$ cat config.mk
export PLATFORM = sky130hd
export DESIGN_NAME = dsi_tx_arbiter
export DESIGN_NICKNAME = d
export VERILOG_FILES = /design/src/rtl/dsi_tx_arbiter.sv
export SDC_FILE = /design/constraint.sdc
export NUM_CORES = 1
export LEC_CHECK = 0
export CELL_PAD_IN_SITES_DETAIL_PLACEMENT = 0
export CELL_PAD_IN_SITES_GLOBAL_PLACEMENT = 1
export CORE_MARGIN = 5
export CORE_UTILIZATION = 25
export CTS_BUF_LIST = sky130_fd_sc_hd__clkbuf_4 sky130_fd_sc_hd__clkbuf_8
export CTS_CLUSTER_DIAMETER = 60
export CTS_CLUSTER_SIZE = 12
export DETAILED_ROUTE_END_ITERATION = 10
export PLACE_DENSITY_LB_ADDON = 0.1
export SYNTH_ARGS = -nofsm -noshare
export SYNTH_HDL_FRONTEND = slang
export SYNTH_SLANG_ARGS = --single-unit
$ cat constraint.sdc
create_clock -name clk_sys -period 4.4 [get_ports clk_sys]
set_input_delay 0.88 -clock clk_sys [delete_from_list [all_inputs] [get_ports clk_sys]]
set_output_delay 0.88 -clock clk_sys [all_outputs]
set_load 0.005 [all_outputs]
$ cat src/rtl/dsi_tx_arbiter.sv
// Two-port packet arbiter in front of the DSI lanes controller write interface.
// Fixed priority to port 0 with starvation relief for port 1, plus an inter-packet LP gap.
module dsi_tx_arbiter #(
  parameter int unsigned GAP_CYCLES   = 8,
  parameter int unsigned STARVE_LIMIT = 4
) (
  input  logic        clk_sys,
  input  logic        rst_n,
  input  logic [1:0]  req_valid,
  input  logic [63:0] req_data,
  input  logic [9:0]  req_strb,
  input  logic [1:0]  req_last,
  output logic [1:0]  req_ack,
  output logic [1:0]  grant,
  input  logic        lines_ready,
  input  logic        data_underflow_error,
  output logic [31:0] iface_write_data,
  output logic [4:0]  iface_write_strb,
  output logic        iface_write_rqst,
  output logic        iface_last_word,
  input  logic        iface_data_rqst,
  input  logic        err_clear,
  output logic        err_underflow,
  output logic        err_stall
);

  localparam logic [3:0] StarveLimit = 4'(STARVE_LIMIT);
  localparam logic [7:0] GapLast     = 8'(GAP_CYCLES - 1);

  typedef enum logic [1:0] {StIdle, StStart, StStream, StGap} state_e;

  state_e      state_q, state_d;
  logic [1:0]  grant_q, grant_d;
  logic [3:0]  starve_q, starve_d;
  logic [7:0]  gap_q, gap_d;
  logic        err_stall_q, err_stall_d;
  logic        err_underflow_q, err_underflow_d;
  logic        stall_set;

  // The granted port's current word, muxed by the one-hot grant.
  logic        owner;
  logic [31:0] own_data;
  logic [4:0]  own_strb;
  logic        own_last;
  logic        own_valid;

  assign owner     = grant_q[1];
  assign own_data  = owner ? req_data[63:32] : req_data[31:0];
  assign own_strb  = owner ? req_strb[9:5]   : req_strb[4:0];
  assign own_last  = req_last[owner];
  assign own_valid = req_valid[owner];

  always_comb begin
    state_d          = state_q;
    grant_d          = grant_q;
    starve_d         = starve_q;
    gap_d            = gap_q;
    stall_set        = 1'b0;
    req_ack          = 2'b00;
    iface_write_data = '0;
    iface_write_strb = '0;
    iface_write_rqst = 1'b0;
    iface_last_word  = 1'b0;

    unique case (state_q)
      StIdle: begin
        if (lines_ready && (req_valid != 2'b00)) begin
          if ((req_valid == 2'b10) || ((req_valid == 2'b11) && (starve_q >= StarveLimit))) begin
            grant_d  = 2'b10;
            starve_d = '0;
          end else begin
            grant_d = 2'b01;
            if ((req_valid == 2'b11) && (starve_q != 4'hF)) begin
              starve_d = starve_q + 4'd1;
            end
          end
          state_d = StStart;
        end
      end
      StStart: begin
        iface_write_rqst = 1'b1;
        iface_write_data = own_data;
        iface_write_strb = own_strb;
        iface_last_word  = own_last;
        req_ack          = grant_q;
        if (own_last) begin
          state_d = StGap;
          grant_d = 2'b00;
          gap_d   = '0;
        end else begin
          state_d = StStream;
        end
      end
      StStream: begin
        iface_write_data = own_data;
        iface_write_strb = own_strb;
        iface_last_word  = own_last;
        if (iface_data_rqst) begin
          if (own_valid) begin
            req_ack = grant_q;
            if (own_last) begin
              state_d = StGap;
              grant_d = 2'b00;
              gap_d   = '0;
            end
          end else begin
            stall_set = 1'b1;
          end
        end
      end
      StGap: begin
        if (gap_q == GapLast) begin
          state_d = StIdle;
        end else begin
          gap_d = gap_q + 8'd1;
        end
      end
      default: state_d = StIdle;
    endcase
  end

  // Clear wins over a same-cycle set so software never loses a clear.
  always_comb begin
    err_stall_d     = err_clear ? 1'b0 : (err_stall_q | stall_set);
    err_underflow_d = err_clear ? 1'b0 :
                      (err_underflow_q | ((state_q == StStream) && data_underflow_error));
  end

  always_ff @(posedge clk_sys or negedge rst_n) begin
    if (!rst_n) begin
      state_q         <= StIdle;
      grant_q         <= 2'b00;
      starve_q        <= '0;
      gap_q           <= '0;
      err_stall_q     <= 1'b0;
      err_underflow_q <= 1'b0;
    end else begin
      state_q         <= state_d;
      grant_q         <= grant_d;
      starve_q        <= starve_d;
      gap_q           <= gap_d;
      err_stall_q     <= err_stall_d;
      err_underflow_q <= err_underflow_d;
    end
  end

  assign grant         = grant_q;
  assign err_stall     = err_stall_q;
  assign err_underflow = err_underflow_q;

endmodule
==> results of run 1 <==
[metrics by stage]
step | cell area [um2] | instances | utilization, % | worst slack, ns | hold slack [ns]
after floorplan | 1640 | 199 | - | 1.97 | 0.447
final | 3050 | 401 | 47.7 | 1.16 | 0.487
after detailed placement | 3000 | 397 | 47.0 | 1.18 | 0.472
after global placement | 3000 | 397 | 47.0 | 1.17 | 0.472
after global routing | 3050 | 401 | 47.7 | 0.992 | 0.514
after CTS | 3050 | 401 | 47.7 | 1.11 | 0.488
[kinds of logic after synthesis]
family / after synthesis / synth area share [%]
AO/OA/AOI/OAI: 32 / 15.5
AND/OR/NAND/NOR: 83 / 22.0
flip-flops: 18 / 27.4
buffers and inverters: 18 / 4.34
multiplexers: 42 / 26.2
adder cells (fa/ha/maj): 6 / 4.57
[power breakdown]
group / internal [mW] / switching, mW
sequential: 0.210 / 0.0669
clock: 0.0704 / 0.0546
combinational: 0.701 / 0.568
[placed cells by master (no fill, tap or decap), types with 2 or more instances in the layout]
cell type / instances
clkdlybuf4s50_1: 128
nor2_1: 47
mux2i_1: 39
nand2_1: 17
dfrtp_1: 17
inv_1: 9
a21oi_1: 6
ha_1: 6
a31oi_1: 5
nand3_1: 4
o21ai_1: 4
or3_1: 3
o21ai_0: 3
clkbuf_8: 3
and2_1: 2
nor3_1: 2
nor2b_1: 2
o22ai_1: 2
a22o_1: 2
o2bb2ai_1: 2
o22a_1: 2
buf_4: 2
[state kept, by name, summed over array words and instances, names as in the netlist]
register / cells
gap_q: 8
starve_q: 4
grant: 2
state_q: 2
err_stall: 1
err_underflow: 1
[cell type report]
cell class / count / share of cell area, %
Sequential cell: 18 / 14.8
Multi-Input combinational cell: 163 / 36.8
Inverter: 9 / 1.11
Tap cell: 77 / 3.16
Clock buffer: 4 / 1.60
Timing Repair Buffer: 130 / 42.5
[per-layer routing]
| metal | up-vias | wire [um] | track usage [%] |
|---|---|---|---|
| met5 | - | 0 | 0 |
| met4 | 0 | 72 | 4.16 |
| met3 | 4 | 800 | 7.60 |
| met2 | 78 | 2860 | 24.3 |
| met1 | 823 | 2470 | 16.7 |
| li1 | 944 | - | - |
[worst max-delay path by stage]
stage	cells after the start	from	slack, ns	end
2_1_floorplan	6	state_q[0]$_DFFE_PN0P_	1.97	iface_write_data[10]
3_3_place_gp	5	req_valid[1]	1.17	req_ack[0]
3_5_place_dp	5	req_valid[1]	1.18	req_ack[0]
4_1_cts	4	grant[1]$_DFFE_PN0P_	1.11	iface_write_data[22]
5_1_grt	4	grant[1]$_DFFE_PN0P_	0.99	iface_write_data[3]
6_report	4	grant[1]$_DFFE_PN0P_	1.16	iface_write_data[22]
[critical path, stage by stage (launching register included)]
cell and delay [ns]:
dfrtp_2 0.95, buf_4 0.37, mux2i_1 0.21, nor2_1 0.05
clkdlybuf4s50_1 0.51
==> metrics.md, run 1 <==
| Metric | Value |
|---|---|
| Antenna fix cells | 0 |
| Hold WC Path Type | flop to flop |
| Gr ovfl total | 0 |
| DR vias | 1,849 |
| Nets@finish | a little over 400 |
| Clock root cell | clkbuf_8 |
| RSZ-0062 raised after global routing | no |
| Mapped cell area | between 0.0015 and 0.002 mm2 |
| Syn. warnings | 0 |
| CTS tree | built |
| Layout cell share with drive strength beyond 1 | about 5.6% |
| Most frequent cell after synthesis | nor2_1 |
| Distinct cell type count after synthesis | 37 |
| Critical Path Sink Type | primary output |
| Clock latency at the later pin of the worst-skew pair | ~0.25 ns |
| Core area | between 0.006 and 0.007 mm2 |
| Hold buffer count at CTS | 0 |
| Antenna-violating nets left | 0 |
| PD cells | approximately 550 mW/mm2 |
| Critical Path AT | between 2 and 2.5 ns |
| Vias in the first global route | a little over 2,000 |
| Register area share after synthesis | between 20% and 30% |
| FFs w/ async S/R, synth | 100% |
| Final Hold Viols | 0 |
| Post-DR vias/cell | 4.61 |
| Setup Buffers After CTS | 0 |
| Slew Limit Headroom | 40.7% |
| First-pass GRT wire length | just over 10,000 um |
| Largest net degree at the start of global routing | about 40 |
| Die H | between 90 and 100 um |
| Register Area | approximately 450 um2 |
| Resized cells post-CTS | 0 |
| # fillers | 638 |
| P&R area growth vs syn | 85.5% |
| Max-slew violation count | 0 |
| Initial Util | between 20% and 30% |
| Min-Delay Startpoint | starve_q[3]$_DFFE_PN0P_ |
| # IOs | between 100 and 150 |
| PortBufs | about 130 |
| Highest Clock Rate | between 300 and 400 MHz |
| Hold path depth | 1 |
| Yosys reg bits | 18 |
| Yosys top cell by area | dfrtp_1 |
| Hold Path Sink | starve_q[3]$_DFFE_PN0P_ |
| Final wirelength | roughly 6200 um |
| Synth Area per Inst | ~8.3 um2 |
| WS Path Type | flop to primary output |
| Final Cycle Share | 73.6% |
| Final Wtd Congestion | roughly 0.75 |
| FF-to-FF End | gap_q[7]$_DFFE_PN0P_ |
| Path depth of the worst reg2reg path | 5 |
| Max Clock Skew | between 0.007 and 0.008 ns |
| Syn nets | slightly below 300 |
| Critical path peak fanout | 33 |
| Ys flop type | dfrtp_1 |
| Share of the synthesized area in the top cell type | ~27% |
| Setup crit start kind | flop |
| Gate Count Post-Synth | about 200 |
| Peak supply drop | about 0.00032 V |
| Antenna violations before repair | 0 |
| Ranking of synthesized cells by area | dfrtp_1 27%, mux2i_1 24%, nor2_1 11%, ha_1 4.6%, nand2_1 3.9% |
| Die area | 0.00829 mm2 |
| Chip Width | ~91 um |
| Status | finished, final reports clean |
| DR pass1 iterations | 4 |
| Power Total | 1.67 mW |
| Slew @ Worst Pin | slightly below 0.9 ns |
| Clock Sinks | 18 |
| Leak Pwr | roughly 1.2 nW |
| Final setup fails | 0 |
| Reg-to-Reg Start | grant[1]$_DFFE_PN0P_ |
| Post-route minimum period | between 3 and 4 ns |
| Final HPWL DP | 5160 um |
| DR DRC count | 0 |
| Initial DRC count | 39 |
| Sum Neg Setup Slack | 0 ns |
| Cell Rows | 29 |
| Post-synth top cells | 47 x nor2_1, 39 x mux2i_1, 18 x dfrtp_1 |
| Crit path required time | around 3.5 ns |
| Clk buf depth | 2 |
| Cts bufs inserted | 3 |
| H-tree Lvls | 1 |
| Total GRT Usage | approximately 15% |
| Wirelength per Cell | about 15 um |
| Max-cap violations | 0 |
| Post-synth EDFFs | 0 |
| Worst-path clk slew | approximately 0.07 ns |
| Multi-input combinational cell area | around 0.0011 mm2 |
| Reg2Reg Setup Slack | 2.09 ns |
Note: power is estimated with default switching activity, not from simulation.
==> inputs of run 2 (changes only) <==
--- a/config.mk
+++ b/config.mk
@@ -8,7 +8,7 @@
 export CELL_PAD_IN_SITES_DETAIL_PLACEMENT = 0
 export CELL_PAD_IN_SITES_GLOBAL_PLACEMENT = 1
 export CORE_MARGIN = 5
-export CORE_UTILIZATION = 25
+export CORE_UTILIZATION = 23
 export CTS_BUF_LIST = sky130_fd_sc_hd__clkbuf_4 sky130_fd_sc_hd__clkbuf_8
 export CTS_CLUSTER_DIAMETER = 60
 export CTS_CLUSTER_SIZE = 12
==> constraint.sdc (replaced) <==
create_clock -name clk_sys -period 3.3 [get_ports clk_sys]
set_input_delay 0.66 -clock clk_sys [delete_from_list [all_inputs] [get_ports clk_sys]]
set_output_delay 0.66 -clock clk_sys [all_outputs]
set_load 0.005 [all_outputs]
==> metrics.md, run 2 (synthesis gave the netlist of run 1 again) <==
| Metric | Value |
|---|---|
| Final wirelength | 6260 um (was 6200 um) |
| Sum Neg Setup Slack | 0 ns (unchanged) |
| Most frequent cells in the layout | 128 x clkdlybuf4s50_1, 47 x nor2_1, 39 x mux2i_1, 17 x nand2_1, 17 x dfrtp_1 (unchanged) |
| Peak supply drop | 0.000444 V (was 0.000324 V) |
| Chip Width | 94.5 um (was 91.1 um) |
| Nets@finish | 416 (was 415) |
| Cell Rows | 30 (was 29) |
| Layout cell share with drive strength beyond 1 | 5.85% (was 5.56%) |
| Initial DRC count | 78 (was 39) |
| Final Hold Viols | 0 (unchanged) |
| Placed Cells incl. Taps | 417 (was 397) |
| Highest Clock Rate | ~340 MHz |
| Crit path required time | 2.64 ns (was 3.52 ns) |
| Setup Buffers After CTS | 0 (unchanged) |
| Register name with the most flops | gap_q (unchanged) |
| Power Total | 2.27 mW (was 1.67 mW) |
| Gr ovfl total | 0 (unchanged) |
| Clk buf depth | 2 (unchanged) |
| # fillers | 675 (was 638) |
| Total GRT Usage | 14.2% (was 14.8%) |
| CTS tree | built (unchanged) |
| Clock latency at the later pin of the worst-skew pair | 0.26 ns (was 0.25 ns) |
| Largest register FFs | 8 (unchanged) |
| DR DRC count | 0 (unchanged) |
| Clock Sinks | 18 (unchanged) |
| Final HPWL DP | 5160 um (about the same) |
| Antenna fix cells | 0 (unchanged) |
| Worst-path clk slew | 0.08 ns (was 0.07 ns) |
| Critical Path AT | 2.26 ns (was 2.36 ns) |
| Post-route minimum period | 2.92 ns |
| Critical path peak fanout | 31 (was 33) |
| Hold WC Path Type | flop to flop (unchanged) |
| Largest delay share family, worst path | buffers and inverters (was flip-flops) |
| Critical Path Sink Type | primary output (unchanged) |
| Core area | 0.00687 mm2 (was 0.00639 mm2) |
| DR pass1 iterations | 4 (unchanged) |
| Resized cells post-CTS | 0 (unchanged) |
| RSZ-0062 raised after global routing | no (unchanged) |
| CP dominant cell by count | inv_1 |
| PD cells | 734 mW/mm2 (was 548 mW/mm2) |
| Slew @ Worst Pin | 0.837 ns (was 0.889 ns) |
| Max-cap violations | 0 (unchanged) |
| Wirelength per Cell | 14.9 um (was 15.5 um) |
| Clock root cell | clkbuf_8 (unchanged) |
| Post-DR vias/cell | 4.48 (was 4.61) |
| Crit-path slowest cell | clkdlybuf4s50_1 (was dfrtp_2) |
| Antenna-violating nets left | 0 (unchanged) |
| Antenna violations before repair | 0 (unchanged) |
| Die area | 0.00893 mm2 (was 0.00829 mm2) |
| Initial Util | 23.9% (was 25.7%) |
| Final instance area | 0.00310 mm2 (was 0.00305 mm2) |
| Slew Limit Headroom | 44.0% (was 40.7%) |
| Post-DP Area | 0.00304 mm2 (was 0.00300 mm2) |
| Max Clock Skew | 0.00829 ns (was 0.00750 ns) |
| Leak Pwr | 1.20 nW (was 1.19 nW) |
| Crit path buf inv count | 4 (was 2) |
| Die H | 94.5 um (was 91.1 um) |
| Commonest non-fill, non-tap cell in the layout | clkdlybuf4s50_1 (unchanged) |
| Hold buffer count at CTS | 0 (unchanged) |
| Finished Layout Cells | 421 (was 401) |
| Setup crit start kind | flop (unchanged) |
| Top Registers | gap_q (8), starve_q (4) (unchanged) |
| Status | finished, final reports clean (unchanged) |
| WS Path Type | flop to primary output (unchanged) |
| Final Cycle Share | between 80 and 90% |
| Vias in the first global route | 1,972 (was 2,013) |
| Worst stage delay on the critical path | 0.54 ns (was 0.95 ns) |
| H-tree Lvls | 1 (unchanged) |
| Cts bufs inserted | 3 (unchanged) |
| PortBufs | 128 (unchanged) |
| # IOs | 129 (unchanged) |
| First-pass GRT wire length | 10,000 um (was 10,100 um) |
| P&R area growth vs syn | 88.6% (was 85.5%) |
| Max-slew violation count | 0 (unchanged) |
| Final setup fails | 0 (unchanged) |
| Largest net degree at the start of global routing | 32 (was 41) |
| Final Wtd Congestion | 0.728 (was 0.752) |
| CP Cell Sequence | inv_1 > ha_1 > inv_1 > buf_12 > nor2_1 > clkdlybuf4s50_1 (was buf_4 > mux2i_1 > nor2_1 > clkdlybuf4s50_1) |
| DR vias | 1,884 (was 1,849) |
[run 2: cell types whose count changed in the layout (fill, tap and decap cells not counted)]
cell	previous run	this run
buf_12	0	1
clkbuf_4	1	0
clkbuf_8	3	4
[run 2: worst reg2reg max path: cells and delay by family (launching register included)]
kind,cells,cell delay [ns]
AO/OA/AOI/OAI,2,0.16
flip-flops,1,0.40
adder cells (fa/ha/maj),1,0.31
buffers and inverters,2,0.24
AND/OR/NAND/NOR,2,0.77
[run 2: metal layers]
layer  global-route usage [%]  vias up  wire length, um
met5                        0        -                0
met4                     2.16        0               45
met3                     7.33        4              650
met2                     24.5       71             3150
met1                     15.9      860             2420
li1                         -      949                -
[run 2: through the flow]
step	hold WS (ns)	worst slack, ns	utilization, %
floorplan	0.364	1.09	-
global placement	0.463	0.521	44.3
detailed placement	0.469	0.502	44.3
CTS	0.489	0.319	45.1
global route	0.523	0.150	45.1
finish	0.485	0.377	45.1
[run 2: final cells by class]
type | count | area [um2] | share of cell area [%]
Timing Repair Buffer | 131 | 1320 | 42.5
Clock buffer | 4 | 55.1 | 1.78
Inverter | 9 | 33.8 | 1.09
Tap cell | 96 | 120 | 3.88
Sequential cell | 18 | 452 | 14.6
Multi-Input combinational cell | 163 | 1120 | 36.2
[run 2: path summary, 6_finish.rpt]
| path | start | end | slack, ns | cells after the start |
|---|---|---|---|---|
| setup / recovery | state_q[0]$_DFFE_PN0P_ | iface_write_data[21] | 0.38 | 6 |
| hold / removal | starve_q[3]$_DFFE_PN0P_ | starve_q[3]$_DFFE_PN0P_ | 0.48 | 1 |
| setup reg to reg | state_q[0]$_DFFE_PN0P_ | gap_q[6]$_DFFE_PN0P_ | 1.33 | 7 |
| hold reg to reg | starve_q[3]$_DFFE_PN0P_ | starve_q[3]$_DFFE_PN0P_ | 0.48 | 1 |
| max in group asynchronous | rst_n | grant[1]$_DFFE_PN0P_ | 1.85 | 1 |
| min in group asynchronous | rst_n | gap_q[7]$_DFFE_PN0P_ | 0.88 | 1 |
[run 2: power by group]
part	leakage [nW]	switching, mW	internal, mW
logic	0.936	0.770	0.966
registers	0.239	0.0714	0.280
clock network	0.0288	0.0798	0.106
